### src/rtl/hilo_muldiv_ctrl.sv
// HI/LO owner and multi-cycle sequencer: fixed-latency multiply, radix-2 restoring divide.
// Define MADD_MSUB_EN to enable the MADD/MADDU/MSUB/MSUBU accumulate ops (5..8).
module hilo_muldiv_ctrl #(
   parameter int unsigned MUL_LAT = 2
) (
   input  logic        clk,
   input  logic        rst,
   input  logic        EXE_Valid,
   input  logic [3:0]  EXE_MDOp,
   input  logic [31:0] EXE_BusA,
   input  logic [31:0] EXE_BusB,
   input  logic        MEM_Flush,
   output logic        MD_Busy,
   output logic [31:0] HI_Out,
   output logic [31:0] LO_Out,
   output logic        HILO_Wr
);
   typedef enum logic [1:0] {S_IDLE, S_MUL, S_DIV, S_DONE} state_t;

   localparam logic [3:0] OP_MULT  = 4'd1;
   localparam logic [3:0] OP_MULTU = 4'd2;
   localparam logic [3:0] OP_DIV   = 4'd3;
   localparam logic [3:0] OP_DIVU  = 4'd4;
   localparam logic [3:0] OP_MADD  = 4'd5;
   localparam logic [3:0] OP_MADDU = 4'd6;
   localparam logic [3:0] OP_MSUB  = 4'd7;
   localparam logic [3:0] OP_MSUBU = 4'd8;
   localparam logic [3:0] OP_MTHI  = 4'd9;
   localparam logic [3:0] OP_MTLO  = 4'd10;

   state_t      state_q, state_d;
   logic [31:0] hi_q, hi_d, lo_q, lo_d;
   logic [31:0] a_q, a_d, b_q, b_d;
   logic [31:0] rem_q, rem_d, quo_q, quo_d;
   logic [3:0]  op_q, op_d;
   logic [4:0]  cnt_q, cnt_d;
   logic        wr_q, wr_d, divz_q, divz_d, qneg_q, qneg_d, rneg_q, rneg_d;

   logic        is_mul, is_div, start, op_signed, new_signed;
   logic [63:0] a_ext, b_ext, product, mul_res;
   logic [32:0] rem_sh, diff;
   logic [31:0] rem_nx, quo_nx, a_mag, b_mag;

`ifdef MADD_MSUB_EN
   assign is_mul = (EXE_MDOp == OP_MULT) || (EXE_MDOp == OP_MULTU) ||
                   (EXE_MDOp >= OP_MADD && EXE_MDOp <= OP_MSUBU);
`else
   assign is_mul = (EXE_MDOp == OP_MULT) || (EXE_MDOp == OP_MULTU);
`endif
   assign is_div  = (EXE_MDOp == OP_DIV) || (EXE_MDOp == OP_DIVU);
   assign start   = (state_q == S_IDLE) && EXE_Valid && !MEM_Flush && (is_mul || is_div);
   assign MD_Busy = start || (state_q == S_MUL) || (state_q == S_DIV);

   // Multiply datapath works on the latched operands; signed ops sign-extend to 64 bits.
   assign op_signed = (op_q == OP_MULT) || (op_q == OP_DIV) || (op_q == OP_MADD) || (op_q == OP_MSUB);
   assign a_ext     = op_signed ? {{32{a_q[31]}}, a_q} : {32'd0, a_q};
   assign b_ext     = op_signed ? {{32{b_q[31]}}, b_q} : {32'd0, b_q};
   assign product   = a_ext * b_ext;

`ifdef MADD_MSUB_EN
   always_comb begin
      case (op_q)
         OP_MADD, OP_MADDU: mul_res = {hi_q, lo_q} + product;
         OP_MSUB, OP_MSUBU: mul_res = {hi_q, lo_q} - product;
         default:           mul_res = product;
      endcase
   end
`else
   assign mul_res = product;
`endif

   // One restoring step: quo_q shifts the dividend out MSB-first and the quotient in.
   assign rem_sh = {rem_q, quo_q[31]};
   assign diff   = rem_sh - {1'b0, b_q};
   assign rem_nx = diff[32] ? rem_sh[31:0] : diff[31:0];
   assign quo_nx = {quo_q[30:0], ~diff[32]};

   assign new_signed = (EXE_MDOp == OP_DIV);
   assign a_mag      = (new_signed && EXE_BusA[31]) ? -EXE_BusA : EXE_BusA;
   assign b_mag      = (new_signed && EXE_BusB[31]) ? -EXE_BusB : EXE_BusB;

   always_comb begin
      // NOTE: every _d starts as its _q so no path through the case leaves a latch.
      state_d = state_q;
      hi_d    = hi_q;
      lo_d    = lo_q;
      a_d     = a_q;
      b_d     = b_q;
      rem_d   = rem_q;
      quo_d   = quo_q;
      op_d    = op_q;
      cnt_d   = cnt_q;
      divz_d  = divz_q;
      qneg_d  = qneg_q;
      rneg_d  = rneg_q;
      wr_d    = 1'b0;
      case (state_q)
         S_IDLE: begin
            if (start && is_mul) begin
               op_d    = EXE_MDOp;
               a_d     = EXE_BusA;
               b_d     = EXE_BusB;
               cnt_d   = 5'd0;
               state_d = S_MUL;
            end else if (start) begin
               op_d    = EXE_MDOp;
               a_d     = EXE_BusA;
               b_d     = b_mag;
               quo_d   = a_mag;
               rem_d   = 32'd0;
               cnt_d   = 5'd0;
               divz_d  = (EXE_BusB == 32'd0);
               qneg_d  = new_signed && (EXE_BusA[31] ^ EXE_BusB[31]);
               rneg_d  = new_signed && EXE_BusA[31];
               state_d = S_DIV;
            end else if (EXE_Valid && !MEM_Flush && EXE_MDOp == OP_MTHI) begin
               hi_d = EXE_BusA;
               wr_d = 1'b1;
            end else if (EXE_Valid && !MEM_Flush && EXE_MDOp == OP_MTLO) begin
               lo_d = EXE_BusA;
               wr_d = 1'b1;
            end
         end
         S_MUL: begin
            if (MEM_Flush) begin
               cnt_d   = 5'd0;
               state_d = S_IDLE;
            end else if (cnt_q == 5'(MUL_LAT - 1)) begin
               {hi_d, lo_d} = mul_res;
               wr_d    = 1'b1;
               cnt_d   = 5'd0;
               state_d = S_DONE;
            end else begin
               cnt_d = cnt_q + 5'd1;
            end
         end
         S_DIV: begin
            if (MEM_Flush) begin
               cnt_d   = 5'd0;
               state_d = S_IDLE;
            end else if (divz_q) begin
               lo_d    = 32'hFFFF_FFFF;
               hi_d    = a_q;
               wr_d    = 1'b1;
               state_d = S_DONE;
            end else begin
               rem_d = rem_nx;
               quo_d = quo_nx;
               if (cnt_q == 5'd31) begin
                  lo_d    = qneg_q ? -quo_nx : quo_nx;
                  hi_d    = rneg_q ? -rem_nx : rem_nx;
                  wr_d    = 1'b1;
                  cnt_d   = 5'd0;
                  state_d = S_DONE;
               end else begin
                  cnt_d = cnt_q + 5'd1;
               end
            end
         end
         default: state_d = S_IDLE;
      endcase
   end

   // NOTE: non-blocking updates only; async reset clears state, HI/LO and all datapath flops.
   always_ff @(posedge clk or posedge rst) begin
      if (rst) begin
         state_q <= S_IDLE;
         hi_q    <= '0;
         lo_q    <= '0;
         a_q     <= '0;
         b_q     <= '0;
         rem_q   <= '0;
         quo_q   <= '0;
         op_q    <= '0;
         cnt_q   <= '0;
         divz_q  <= 1'b0;
         qneg_q  <= 1'b0;
         rneg_q  <= 1'b0;
         wr_q    <= 1'b0;
      end else begin
         state_q <= state_d;
         hi_q    <= hi_d;
         lo_q    <= lo_d;
         a_q     <= a_d;
         b_q     <= b_d;
         rem_q   <= rem_d;
         quo_q   <= quo_d;
         op_q    <= op_d;
         cnt_q   <= cnt_d;
         divz_q  <= divz_d;
         qneg_q  <= qneg_d;
         rneg_q  <= rneg_d;
         wr_q    <= wr_d;
      end
   end

   assign HI_Out  = hi_q;
   assign LO_Out  = lo_q;
   assign HILO_Wr = wr_q;
endmodule

### config.mk
export PLATFORM = sky130hd
export DESIGN_NAME = hilo_muldiv_ctrl
export DESIGN_NICKNAME = d
export VERILOG_FILES = /design/src/rtl/hilo_muldiv_ctrl.sv
export SDC_FILE = /design/constraint.sdc
export NUM_CORES = 2
export LEC_CHECK = 0
export CAP_MARGIN = 20
export CELL_PAD_IN_SITES_DETAIL_PLACEMENT = 1
export CELL_PAD_IN_SITES_GLOBAL_PLACEMENT = 2
export CORE_ASPECT_RATIO = 1.25
export CORE_MARGIN = 2
export CORE_UTILIZATION = 42
export DETAILED_ROUTE_END_ITERATION = 10
export PLACE_DENSITY_LB_ADDON = 0.1
export RECOVER_POWER = 100
export SYNTH_ARGS = -nofsm -noshare
export SYNTH_HDL_FRONTEND = slang
export SYNTH_SLANG_ARGS = --single-unit
### constraint.sdc
create_clock -name clk -period 11.68 [get_ports clk]
set_clock_uncertainty 0.2 [all_clocks]
set_input_delay 2.92 -clock clk [delete_from_list [all_inputs] [get_ports clk]]
set_output_delay 2.92 -clock clk [all_outputs]
set_load 0.1 [all_outputs]
==> impl_metrics.tcl <==
set metrics [dict create \
    avgSynthCellArea_sq_um 8.92 \
    status "finished, violations left" \
    crit_path_max_fanout 48 \
    yosysSeqAreaShare_pct 8.25 \
    global_route.usage.met3_pct 3.77 \
    core_area_sq_mm 0.147 \
    grt_use_met1_pct 39.3 \
    tns_ns 0 \
    synth_nets 8810 \
    grt_pass1_vias 54400 \
    drc_errors 0 \
    die_height_um 434 \
    clockRootBuffer "clkbuf_16" \
    syn-cell-area_sq_mm 0.0622 \
    critPathCaptureType "output pin" \
    cts_resized 0 \
    grt_max_degree 99 \
    hp-class "register to register" \
    finalWirelength_um 238000 \
    grt_antenna_before_repair 16 \
    post_drt_wl_per_cell_um 26.9 \
    crit_path_end "MD_Busy" \
    ioPinCount 138 \
    worst-path-stages 6 \
    gp_congestion 0.915 \
    yosys.cell_types.count 97 \
    crit_start "EXE_MDOp[0]" \
    synth.most_common_cell "inv_1" \
    track_usage_pct 32.5 \
    synthArstFlopShare_pct 100 \
    synth_seq_cells 205 \
    grt_busiest_layer "met2" \
    violations "capacitance limit, slew limit" \
    slew_viol_final 321 \
    crit_type "input pin to output pin" \
    netlist_top_cells_area "fa_1, inv_1, dfrtp_1" \
    period_needed_ns 10.84 \
    std_cell_rows 157 \
    synth_largest_area_cell "fa_1" \
    cp_cell_sequence "dlygate4sd3_1, nor2_1, xnor2_1, nand2_1, nand3_1, dlygate4sd3_1" \
    cts_tree "yes" \
    viasPerCell 5.41 \
    die_width_um 348 \
    drive_gt1_share_pct 4.23 \
    rr_endpoint "HI_Out[27]" \
    grt_pass1_wl_um 358000 \
    drt-pass1-iter-count 6 \
    worstSetupStartpointType "input pin" \
    design.die.area_sq_mm 0.151 \
    cts_setup_buffers 0 \
    clk_pin_slew_ns 0.06 \
    grt_overflow 0 \
    grt_util_met2_pct 58.6 \
    ys_top_cells_by_count "inv_1, fa_1, nand2_1, ha_1, clkbuf_1" \
    synth_edf_count 0 \
    synth_top_cell_area_share_pct 45.7 \
    ys.flop_type "dfrtp_1" \
    path_common_cell "dlygate4sd3_1" \
    nets 8766 \
    max_freq_mhz 92.3 \
    cap_viol_max_count 5 \
    clkSinkCount 205 \
    max_stage_delay_ns 1.55 \
    rsz0062_at_grt "no" \
    slowest_stage "nand2_1" \
    fin_crit_sh_pct 92.8 \
    start_util_pct 42.4 \
    ys_warn_count 0 \
    cp_top_family "simple AND/OR/NAND/NOR gates" \
    dp_hpwl_um 199000 \
    cts-buffers-inserted 30 \
    timing.rr.start "op_q[3]" \
    drtIter0Drc 2764 \
    postRouteAntennaNets 0 \
    worst_pin_slew_ns 5.63 \
    htree_levels 1 \
    hold_viol 0 \
    clock_path_buffers 3 \
    crit_buf_inv 2 \
    area_delta_synth_final_pct 7.56 \
    reg2reg_depth 32 \
    hold_buffers 0 \
    slew_headroom_pct -278 \
    clk_latency_ns 0.67 \
    r2r_slack_ns 0.93 \
    finalSetupViolCount 0 \
    syn_inst 6967 \
    critPathArrivalTime_ns 7.72 \
    vias 47900 \
    worstPathRequired_ns 8.56 \
    portBuffers 137 \
]
-- flip-flops by register name (all words and copies together) (netlist names) --
signal and count:
HI_Out 32, LO_Out 32, a_q 32, b_q 32, quo_q 32, rem_q 32, cnt_q 5, op_q 2
state_q 2, HILO_Wr 1, divz_q 1, qneg_q 1, rneg_q 1
-- metrics by stage --
| stage | hold slack, ns | util (%) | area [sq um] | setup slack (ns) | cells |
|---|---|---|---|---|---|
| global route | 0.292 | 45.6 | 66900 | 0.462 | 8858 |
| CTS | 0.282 | 45.6 | 66900 | 1.16 | 8853 |
| global placement | 0.263 | 44.8 | 65800 | 1.13 | 8795 |
| finish | 0.271 | 45.6 | 66900 | 0.844 | 8862 |
| floorplan | 0.268 | - | 62200 | 1.53 | 6967 |
| detailed placement | 0.267 | 44.9 | 65900 | 1.13 | 8797 |
-- cells by family (layout without fill, tap and decap cells) --
logic type	count (synthesis)	after routing	share of synthesized area (%)
xor gates and xnor gates	254	254	3.59
and+or+nand+nor	1827	1827	13.6
AOI/OAI and AO/OA	816	816	8.35
buffers and inverters	2026	2006	12.3
muxes	65	65	1.12
DFF	205	205	8.25
other	0	7	0
adders and majority gates	1774	1774	52.8
-- worst reg2reg max path: cells and delay by family, from the launching register on --
family / cells / cell delay, ns
flip-flops: 1 / 0.39
XOR/XNOR: 1 / 0.14
AND/OR/NAND/NOR: 5 / 1.65
buffers and inverters: 7 / 1.11
adder cells (fa/ha/maj): 11 / 5.66
AO/OA/AOI/OAI: 8 / 1.52
-- placed cells by master, fill, tap and decap left out, drive strengths merged, types with 82 or more instances in the layout --
master     n
fa      1420
a21oi    212
ha       351
and2     345
nand2   1037
xor2      82
xnor2    172
nor2     185
o21ai    249
inv     1652
dfrtp    205
buf      150
-- worst min-delay path by stage --
stage / endpoint / depth (start not counted) / from / slack, ns
3_3_place_gp: qneg_q / 2 / qneg_q / 0.26
3_5_place_dp: LO_Out[29] / 2 / LO_Out[29] / 0.27
6_report: LO_Out[29] / 2 / LO_Out[29] / 0.27
4_1_cts: LO_Out[29] / 2 / LO_Out[29] / 0.28
5_1_grt: LO_Out[22] / 1 / LO_Out[22] / 0.29
2_1_floorplan: op_q[3] / 1 / op_q[3] / 0.27
-- layer usage --
layer | up-vias | routed length, um
met3 | 364 | 10100
met5 | - | 37
met4 | 6 | 11500
li1 | 20800 | -
met1 | 25800 | 93100
met2 | 1029 | 123000
-- cell type report --
cell class	instances	area (sq um)
antenna	7	17.5
multi-input combinational	4736	49500
fill	17000	79900
clock inverter	14	148
sequential	205	5140
inverter	1654	6210
timing repair buffer	296	2650
clock buffer	42	866
tap	1908	2390
Power is left out: the tool's default activity adds up to more than one toggle a clock period on the data nets, which glitch-free logic cannot reach.
